File: src/rtl/sm83_sp_pkg.sv
// Shared types for the SM83 stack-pointer unit.
// Holds the micro-op codes, the sequencer states and the SP width.
package sm83_sp_pkg;

  localparam int SP_W = 16;

  typedef enum logic [3:0] {
    OP_NOP    = 4'd0,
    OP_LD_LO  = 4'd1,
    OP_LD_HI  = 4'd2,
    OP_LD_HL  = 4'd3,
    OP_INC    = 4'd4,
    OP_DEC    = 4'd5,
    OP_PUSH   = 4'd6,
    OP_POP    = 4'd7,
    OP_ADD_E8 = 4'd8
  } sp_op_t;

  typedef enum logic [1:0] {
    IDLE,
    PUSH2,
    POP2,
    ADD2
  } sp_state_t;

endpackage

File: src/rtl/sm83_sp_add8.sv
// 8-bit adder with carry-in that also exposes the nibble (bit 3) carry.
// This single adder is shared by both halves of ADD SP,e8.
module sm83_sp_add8 (
  input  logic [7:0] a,
  input  logic [7:0] b,
  input  logic       cin,
  output logic [7:0] sum,
  output logic       h,
  output logic       c
);

  logic [4:0] lo_nib;
  logic [4:0] hi_nib;

  always_comb begin
    lo_nib = {1'b0, a[3:0]} + {1'b0, b[3:0]} + {4'b0000, cin};
    hi_nib = {1'b0, a[7:4]} + {1'b0, b[7:4]} + {4'b0000, lo_nib[4]};
  end

  assign sum = {hi_nib[3:0], lo_nib[3:0]};
  assign h   = lo_nib[4];
  assign c   = hi_nib[4];

endmodule

File: src/rtl/sm83_sp_unit.sv
// SM83 stack-pointer register and its micro-op sequencer.
// Multi-cycle ops (PUSH, POP, ADD SP,e8) take one extra state before returning to IDLE.
module sm83_sp_unit
  import sm83_sp_pkg::*;
#(
  parameter logic [SP_W-1:0] RESET_SP = 16'h0000
) (
  input  logic            clk,
  input  logic            nreset,
  input  logic            cmd_valid,
  input  logic [3:0]      cmd_op,
  output logic            cmd_ready,
  input  logic [7:0]      d_in,
  input  logic [SP_W-1:0] hl_in,
  input  logic [7:0]      e8_in,
  output logic [SP_W-1:0] sp_out,
  output logic [SP_W-1:0] addr_out,
  output logic            addr_valid,
  output logic            addr_hi,
  output logic            done,
  output logic            flag_h,
  output logic            flag_c
);

  sp_state_t       state;
  logic [SP_W-1:0] sp;
  logic            add_c;
  logic            add_sign;

  logic [7:0] add_a;
  logic [7:0] add_b;
  logic       add_cin;
  logic [7:0] add_sum;
  logic       add_h;
  logic       add_co;

  assign cmd_ready = (state == IDLE);
  assign sp_out    = sp;

  // Low half adds e8 to SP[7:0]; high half adds the sign extension plus the saved carry.
  always_comb begin
    add_a   = sp[7:0];
    add_b   = e8_in;
    add_cin = 1'b0;
    if (state == ADD2) begin
      add_a   = sp[15:8];
      add_b   = {8{add_sign}};
      add_cin = add_c;
    end
  end

  sm83_sp_add8 u_add8 (
    .a   (add_a),
    .b   (add_b),
    .cin (add_cin),
    .sum (add_sum),
    .h   (add_h),
    .c   (add_co)
  );

  always_ff @(posedge clk or negedge nreset) begin
    if (!nreset) begin
      state      <= IDLE;
      sp         <= RESET_SP;
      addr_out   <= '0;
      addr_valid <= 1'b0;
      addr_hi    <= 1'b0;
      done       <= 1'b0;
      flag_h     <= 1'b0;
      flag_c     <= 1'b0;
      add_c      <= 1'b0;
      add_sign   <= 1'b0;
    end else begin
      done       <= 1'b0;
      addr_valid <= 1'b0;
      case (state)
        IDLE: begin
          if (cmd_valid) begin
            case (cmd_op)
              OP_LD_LO: begin
                sp[7:0] <= d_in;
                done    <= 1'b1;
              end
              OP_LD_HI: begin
                sp[15:8] <= d_in;
                done     <= 1'b1;
              end
              OP_LD_HL: begin
                sp   <= hl_in;
                done <= 1'b1;
              end
              OP_INC: begin
                sp   <= sp + 16'd1;
                done <= 1'b1;
              end
              OP_DEC: begin
                sp   <= sp - 16'd1;
                done <= 1'b1;
              end
              OP_PUSH: begin
                sp         <= sp - 16'd1;
                addr_out   <= sp - 16'd1;
                addr_hi    <= 1'b1;
                addr_valid <= 1'b1;
                state      <= PUSH2;
              end
              OP_POP: begin
                addr_out   <= sp;
                addr_hi    <= 1'b0;
                addr_valid <= 1'b1;
                sp         <= sp + 16'd1;
                state      <= POP2;
              end
              OP_ADD_E8: begin
                sp[7:0]  <= add_sum;
                flag_h   <= add_h;
                flag_c   <= add_co;
                add_c    <= add_co;
                add_sign <= e8_in[7];
                state    <= ADD2;
              end
              default: done <= 1'b1;
            endcase
          end
        end
        PUSH2: begin
          sp         <= sp - 16'd1;
          addr_out   <= sp - 16'd1;
          addr_hi    <= 1'b0;
          addr_valid <= 1'b1;
          done       <= 1'b1;
          state      <= IDLE;
        end
        POP2: begin
          addr_out   <= sp;
          addr_hi    <= 1'b1;
          addr_valid <= 1'b1;
          sp         <= sp + 16'd1;
          done       <= 1'b1;
          state      <= IDLE;
        end
        ADD2: begin
          sp[15:8] <= add_sum;
          done     <= 1'b1;
          state    <= IDLE;
        end
        default: state <= IDLE;
      endcase
    end
  end

endmodule
File: config.mk
export PLATFORM = sky130hd
export DESIGN_NAME = sm83_sp_unit
export DESIGN_NICKNAME = d
export VERILOG_FILES = /design/src/rtl/sm83_sp_pkg.sv /design/src/rtl/sm83_sp_add8.sv /design/src/rtl/sm83_sp_unit.sv
export SDC_FILE = /design/constraint.sdc
export NUM_CORES = 1
export LEC_CHECK = 0
export ABC_AREA = 1
export BUFFER_PORTS_ARGS = -buffer_cell sky130_fd_sc_hd__buf_4
export CAP_MARGIN = 40
export CORE_ASPECT_RATIO = 2
export CORE_UTILIZATION = 25
export CTS_BUF_LIST = sky130_fd_sc_hd__clkbuf_16
export CTS_CLUSTER_SIZE = 30
export DETAILED_ROUTE_END_ITERATION = 7
export PLACE_DENSITY = 0.5
export SLEW_MARGIN = 20
export SYNTH_ARGS = -nofsm -noshare
export SYNTH_HDL_FRONTEND = slang
export SYNTH_SLANG_ARGS = --single-unit
export TNS_END_PERCENT = 5
File: constraint.sdc
create_clock -name clk -period 6.05 [get_ports clk]
set_clock_uncertainty 0.15 [all_clocks]
set_input_delay 0.9075 -clock clk [delete_from_list [all_inputs] [get_ports clk]]
set_output_delay 0.9075 -clock clk [all_outputs]
set_load 0.01 [all_outputs]
== Word level (Yosys, flattened, before mapping) ==
Cells that the tools add are included.
Widths: inputs -> output; s select.

* Bits of input ports: 39
* Register bits: 40
* Logic and storage cells: 68
* Output and inout port bits: 38

* Add/subtract/negate cells: 6
* Equal/unequal tests: 16
* Mux-type cells: 23
* Reductions and logical operators: 13

{| class="wikitable"
|+ Operators by type and width
! kind !! count
|-
| $pmux 8 s4 || 2
|-
| $pmux 16 s3 || 1
|-
| $pmux 8 s5 || 1
|-
| $mux 16 || 2
|-
| $pmux 16 s2 || 1
|-
| $pmux 8 s3 || 1
|-
| $add 16x1->16 const B || 1
|-
| $eq 4x3->1 const B || 4
|-
| $mux 8 || 2
|-
| $sub 16x1->16 const B || 1
|-
| $add 4x4->5 || 2
|-
| $add 5x1->5 || 2
|-
| $reduce_and 3->1 || 3
|-
| $eq 4x2->1 const B || 2
|-
| $reduce_or 2->1 || 4
|-
| $mux 1 || 6
|-
| $ne 6x3->1 const B || 1
|-
| $pmux 1 s2 || 3
|-
| $pmux 2 s3 || 1
|-
| $reduce_or 3->1 || 2
|-
| $ne 5x3->1 const B || 1
|-
| $eq 2x2->1 const B || 2
|-
| $eq 4x1->1 const B || 1
|-
| $eq 4x4->1 const B || 1
|-
| 10 further kinds || 11
|}

== Logic depth before layout (Yosys ltp) ==
* Word-level depth: 8
* Depth in mapped cells: 19
* Depth with buffers taken out: 19

== Modules after synthesis ==
From an unflattened synthesis, not the netlist that was laid out.

* Cell total of the unflattened synthesis: 680
* Area, all modules: 4,045.1 um^2

{| class="wikitable"
|+ By module, submodules not included
! module !! area each (um^2) !! times used !! seq. area each (um^2) !! cells an instance
|-
| sm83_sp_unit || 3,746.1 || 1 || 1,001.0 || 639
|-
| sm83_sp_add8 || 299.0 || 1 || 0.0 || 41
|}

== Worst setup path before layout ==
No wires, ideal clock.

* Kind: register -> register
* Start point: reg state[0]
* End point: reg sp[6], in the netlist sp_out[6]
* Data required time: 5,774 ps
* Setup time: 126 ps
* Cell stages (with the launch flop): 17
* Slack: 2,285 ps
* Data arrival time: 3,489 ps
* Period minus slack after synthesis: 3,765 ps
* Buffers on the path: 2
* Path through: dfrtp_1 ha_1 clkbuf_1 clkbuf_1 nand2_1 o21ai_0 fa_1 fa_1 nor2_1 a211oi_1 fa_1 fa_1 xnor2_1 nand2_1 nand3_1 o21ai_0 a21oi_1

* Cells in the longest elaborated chain, start to end: 8
* Elaborated cells on any way between the ends: 18
* Classes of those cells: add/sub: 4; eq/ne: 5; mux: 6; reduce/logical: 3

{| class="wikitable"
|+ RTL lines
! element !! RTL line !! source
|-
| start, declared || sm83_sp_unit.sv:25 || <nowiki>sp_state_t state;</nowiki>
|-
| start signal, assigned || sm83_sp_unit.sv:63 || <nowiki>state <= IDLE;</nowiki>
|-
| start signal, assigned || sm83_sp_unit.sv:105 || <nowiki>state <= PUSH2;</nowiki>
|-
| start signal, assigned || sm83_sp_unit.sv:112 || <nowiki>state <= POP2;</nowiki>
|-
| $eq 2x2->1 || sm83_sp_unit.sv:45 || <nowiki>if (state == ADD2) begin</nowiki>
|-
| $mux 8 || sm83_sp_unit.sv:45 ||
|-
| $add 4x4->5 || sm83_sp_add8.sv:16 || <nowiki>lo_nib = {1'b0, a[3:0]} + {1'b0, b[3:0]} + {4'b0000, cin};</nowiki>
|-
| $add 5x1->5 || sm83_sp_add8.sv:16 ||
|-
| $add 5x1->5 || sm83_sp_add8.sv:17 || <nowiki>hi_nib = {1'b0, a[7:4]} + {1'b0, b[7:4]} + {4'b0000, lo_nib[4]};</nowiki>
|-
| $pmux 8 s5 || sm83_sp_unit.sv:79 || <nowiki>case (cmd_op)</nowiki>
|-
| $mux 16 || sm83_sp_unit.sv:78 || <nowiki>if (cmd_valid) begin</nowiki>
|-
| $pmux 8 s3 || sm83_sp_unit.sv:76 || <nowiki>case (state)</nowiki>
|-
| end signal, assigned || sm83_sp_unit.sv:81 || <nowiki>sp[7:0] <= d_in;</nowiki>
|-
| end signal, assigned || sm83_sp_unit.sv:89 || <nowiki>sp <= hl_in;</nowiki>
|-
| end signal, assigned || sm83_sp_unit.sv:93 || <nowiki>sp <= sp + 16'd1;</nowiki>
|-
| end, declared || sm83_sp_unit.sv:26 || <nowiki>logic [SP_W-1:0] sp;</nowiki>
|}

Parallel ways exist; a longest one is shown, timed or not. The select of a mux whose other input is x is not followed.
A chain may end at the register's enable or synchronous reset.

== Worst setup path in the final report ==
Same ends and word-level chain as after synthesis.

==> metrics.yaml <==
critical_path.reg2reg.startpoint: "state[0]$_DFFE_PN0P_"
cts_setup_buffers: 0
post-route-cell-area_um2: 5020
hold_class: "reg2reg"
synth.net_count: 727
die-width_um: 93.9
cts_hold_fix_bufs: 0
grt_antenna_before_repair: 0
rsz_0062_raised_after_global_routing: "no"
rr_endpoint: "sp_out[6]$_DFFE_PN0P_"
post-route-min-period_ns: 4.24
power_per_cell_area_nw_per_um2: 524
ios: 77
setup_tns_ns: 0
async_reset_ff_share_pct: 100
detail_route.wirelength_mm: 17.8
io_buffer_count: 76
detail_route.drc_violations: 0
dpl-instance-area_um2: 4890
worst-slew-pin-transition_ns: 0.806
post_route_cells_drive_above_1_share_pct: 18.4
grt_max_degree: 41
postSynthRegisterBits: 40
synth-edff-count: 0
initial_utilization_pct: 25.8
cts.clk_slew.worst_paths_ns: 0.07
outcome: "complete, no violations"
leakagePower_nw: 2.33
vdd_ir_drop_max_mv: 0.216
syn2layout_area_growth_pct: 19.0
post_cts.resized_instances: 0
globalRoute.totalOverflow: 0
postSynthCellCount: 672
worstPathMaxFanout: 22
multi_input_area_um2: 2780
grt_pass1_wl_mm: 26.9
layout_commonest_cell: "sky130_fd_sc_hd__nand2_1"
critical_path.startpoint: "state[0]$_DFFE_PN0P_"
cap_viol_max_count: 0
report.final.hold_viol_count: 0
cp.required_ns: 6.09
routed_via_density: 5.14
ys_seq_area_share_pct: 23.7
drv_slew: 0
worstSetupEndpoint: "sp_out[6]$_DFFE_PN0P_"
synth_cell_types: 42
endpoint_kind: "flop"
reg2reg_slack_ns: 1.81
diodes: 0
count_of_synthesis_stage_warnings_from_yosys: 0
cts_made_buffers: 5
timing.critical_path.arrival_ns: 4.28
dr.pass1.iters: 5
clock-sinks: 40
antenna_viol_nets_final: 0
slew-limit-headroom_pct: 46.2
cts_max_path_buffers: 2
cts_root_buf: "sky130_fd_sc_hd__clkbuf_16"
first_global_vias: 4803
worstSetupStartpointType: "flop"
synth_flop_cell: "sky130_fd_sc_hd__dfrtp_1"
layout.cells.most_common_list: "sky130_fd_sc_hd__nand2_1, sky130_fd_sc_hd__nor2_1, sky130_fd_sc_hd__buf_4"
achievable-frequency_mhz: 236
fillCellCount: 1877
htree_num_levels: 2
critical_path_class: "reg2reg"
worstSkewPairLatency_ns: 0.30
avgSynthCellArea_um2: 6.28
layout.nets: 779
tritoncts: "done"
post_synth_instance_area_um2: 4220
dr.first_iter.drc_count: 445
report.final.setup_viol: 0
dieHeight_um: 186
min_period_over_period_pct: 70.1
rr_worst_depth: 17
placeableCoreArea_um2: 16400
seq_area_um2: 1000
fp.dieArea_um2: 17400
wl_per_cell_um: 19.2
place_congestion: 0.957
vias: 4770
overall_track_demand_over_capacity_in_global_routing_pct: 21.1
rows: 66
hpwlAfterDp_mm: 14.3
==> synthesized netlist by cell type, types with 2 or more instances <==
cell type | instances | area share, %
sky130_fd_sc_hd__buf_4 | 6 | 1.1
sky130_fd_sc_hd__nand3b_1 | 4 | 0.71
sky130_fd_sc_hd__a211oi_1 | 7 | 1.2
sky130_fd_sc_hd__nand2_2 | 9 | 1.3
sky130_fd_sc_hd__buf_2 | 12 | 1.4
sky130_fd_sc_hd__o21ai_0 | 50 | 5.9
sky130_fd_sc_hd__o21ai_1 | 5 | 0.59
sky130_fd_sc_hd__nor2_2 | 12 | 1.8
sky130_fd_sc_hd__nand3_1 | 65 | 7.7
sky130_fd_sc_hd__fa_1 | 4 | 1.9
sky130_fd_sc_hd__a31oi_1 | 11 | 1.6
sky130_fd_sc_hd__nand2_1 | 164 | 15
sky130_fd_sc_hd__dfrtp_1 | 40 | 24
sky130_fd_sc_hd__ha_1 | 12 | 3.6
sky130_fd_sc_hd__o21ai_2 | 2 | 0.42
sky130_fd_sc_hd__nand3_2 | 2 | 0.47
sky130_fd_sc_hd__xor2_1 | 8 | 1.7
sky130_fd_sc_hd__clkinv_1 | 2 | 0.18
sky130_fd_sc_hd__inv_1 | 63 | 5.6
sky130_fd_sc_hd__nor2_1 | 78 | 6.9
sky130_fd_sc_hd__nor3_1 | 2 | 0.24
sky130_fd_sc_hd__xnor2_1 | 2 | 0.42
sky130_fd_sc_hd__clkbuf_1 | 13 | 1.2
sky130_fd_sc_hd__inv_2 | 9 | 0.80
sky130_fd_sc_hd__o211ai_1 | 5 | 0.89
sky130_fd_sc_hd__a21oi_1 | 44 | 5.2
sky130_fd_sc_hd__nand4_1 | 12 | 1.8
sky130_fd_sc_hd__nand2_4 | 2 | 0.53
sky130_fd_sc_hd__nor2_4 | 7 | 1.9
sky130_fd_sc_hd__xor2_2 | 3 | 1.2
sky130_fd_sc_hd__o21bai_1 | 6 | 1.1
==> worst min path at each step <==
stage | from | to | cells past startpoint
after CTS | add_sign$_DFFE_PN0P_ | add_sign$_DFFE_PN0P_ | 2
after detailed placement | add_sign$_DFFE_PN0P_ | add_sign$_DFFE_PN0P_ | 2
after global routing | addr_hi$_DFFE_PN0P_ | addr_hi$_DFFE_PN0P_ | 2
final | addr_hi$_DFFE_PN0P_ | addr_hi$_DFFE_PN0P_ | 2
after global placement | add_sign$_DFFE_PN0P_ | add_sign$_DFFE_PN0P_ | 2
after floorplan | add_sign$_DFFE_PN0P_ | add_sign$_DFFE_PN0P_ | 2
==> sequential cells by signal (all words and copies together) (netlist names) <==
| name | flops |
|---|---|
| done | 1 |
| addr_valid | 1 |
| sp_out | 16 |
| state | 2 |
| addr_hi | 1 |
| add_c | 1 |
| flag_h | 1 |
| add_sign | 1 |
| addr_out | 16 |
==> worst max-delay path, stage by stage (launching register included) <==
cell and delay, ns:
sky130_fd_sc_hd__dfrtp_1 0.40, sky130_fd_sc_hd__ha_1 0.33, sky130_fd_sc_hd__buf_4 0.26, sky130_fd_sc_hd__inv_1 0.15
sky130_fd_sc_hd__nor2_1 0.11, sky130_fd_sc_hd__inv_1 0.11, sky130_fd_sc_hd__o21ai_0 0.14, sky130_fd_sc_hd__fa_1 0.45
sky130_fd_sc_hd__fa_1 0.41, sky130_fd_sc_hd__nor2_1 0.13, sky130_fd_sc_hd__a211oi_1 0.09, sky130_fd_sc_hd__fa_1 0.43
sky130_fd_sc_hd__fa_1 0.42, sky130_fd_sc_hd__xnor2_1 0.16, sky130_fd_sc_hd__nand2_1 0.07, sky130_fd_sc_hd__nand3_1 0.07
sky130_fd_sc_hd__o21ai_0 0.17, sky130_fd_sc_hd__a21oi_1 0.08
==> where the power goes <==
group | internal, mW | total (mW) | switching, mW
logic | 0.629 | 1.69 | 1.06
registers | 0.400 | 0.666 | 0.265
clock network | 0.149 | 0.271 | 0.122
==> metal layers <==
layer  global-route usage, %  wire, µm  share of wire [%]
met2                    38.5      9420                 53
met3                    1.96       727                4.1
met5                       0         0                  0
met4                    18.0      1410                7.9
met1                    21.0      6260                 35
==> area by class of cell <==
type	instances	share of cell area [%]
Inverter	74	5.53
Tap cell	204	5.08
Multi-Input combinational cell	526	55.3
Sequential cell	40	19.9
Clock inverter	2	0.174
Clock buffer	5	2.49
Timing Repair Buffer	77	11.5
==> stage by stage <==
step                      util [%]  total power, mW  hold WS (ns)  cells  setup WS (ns)
after floorplan                  -             1.72         0.304    672           2.28
after detailed placement      29.9             2.35         0.326    921           1.86
final                         30.7             2.63         0.336    928           1.81
after global placement        29.9             2.35         0.321    921           1.96
after global routing          30.7             2.85         0.380    928           1.51
after CTS                     30.7             2.63         0.343    928           1.84
==> cells by family (layout without fill, tap and decap cells) <==
family / after synthesis / after routing / synth area share [%]
AND/OR/NAND/NOR: 359 / 359 / 38.2
adder cells (fa/ha/maj): 16 / 16 / 5.46
buffers and inverters: 106 / 158 / 10.5
AO/OA/AOI/OAI: 138 / 138 / 18.9
XOR/XNOR: 13 / 13 / 3.23
flip-flops: 40 / 40 / 23.7
Power figures use the tool's default switching activity.
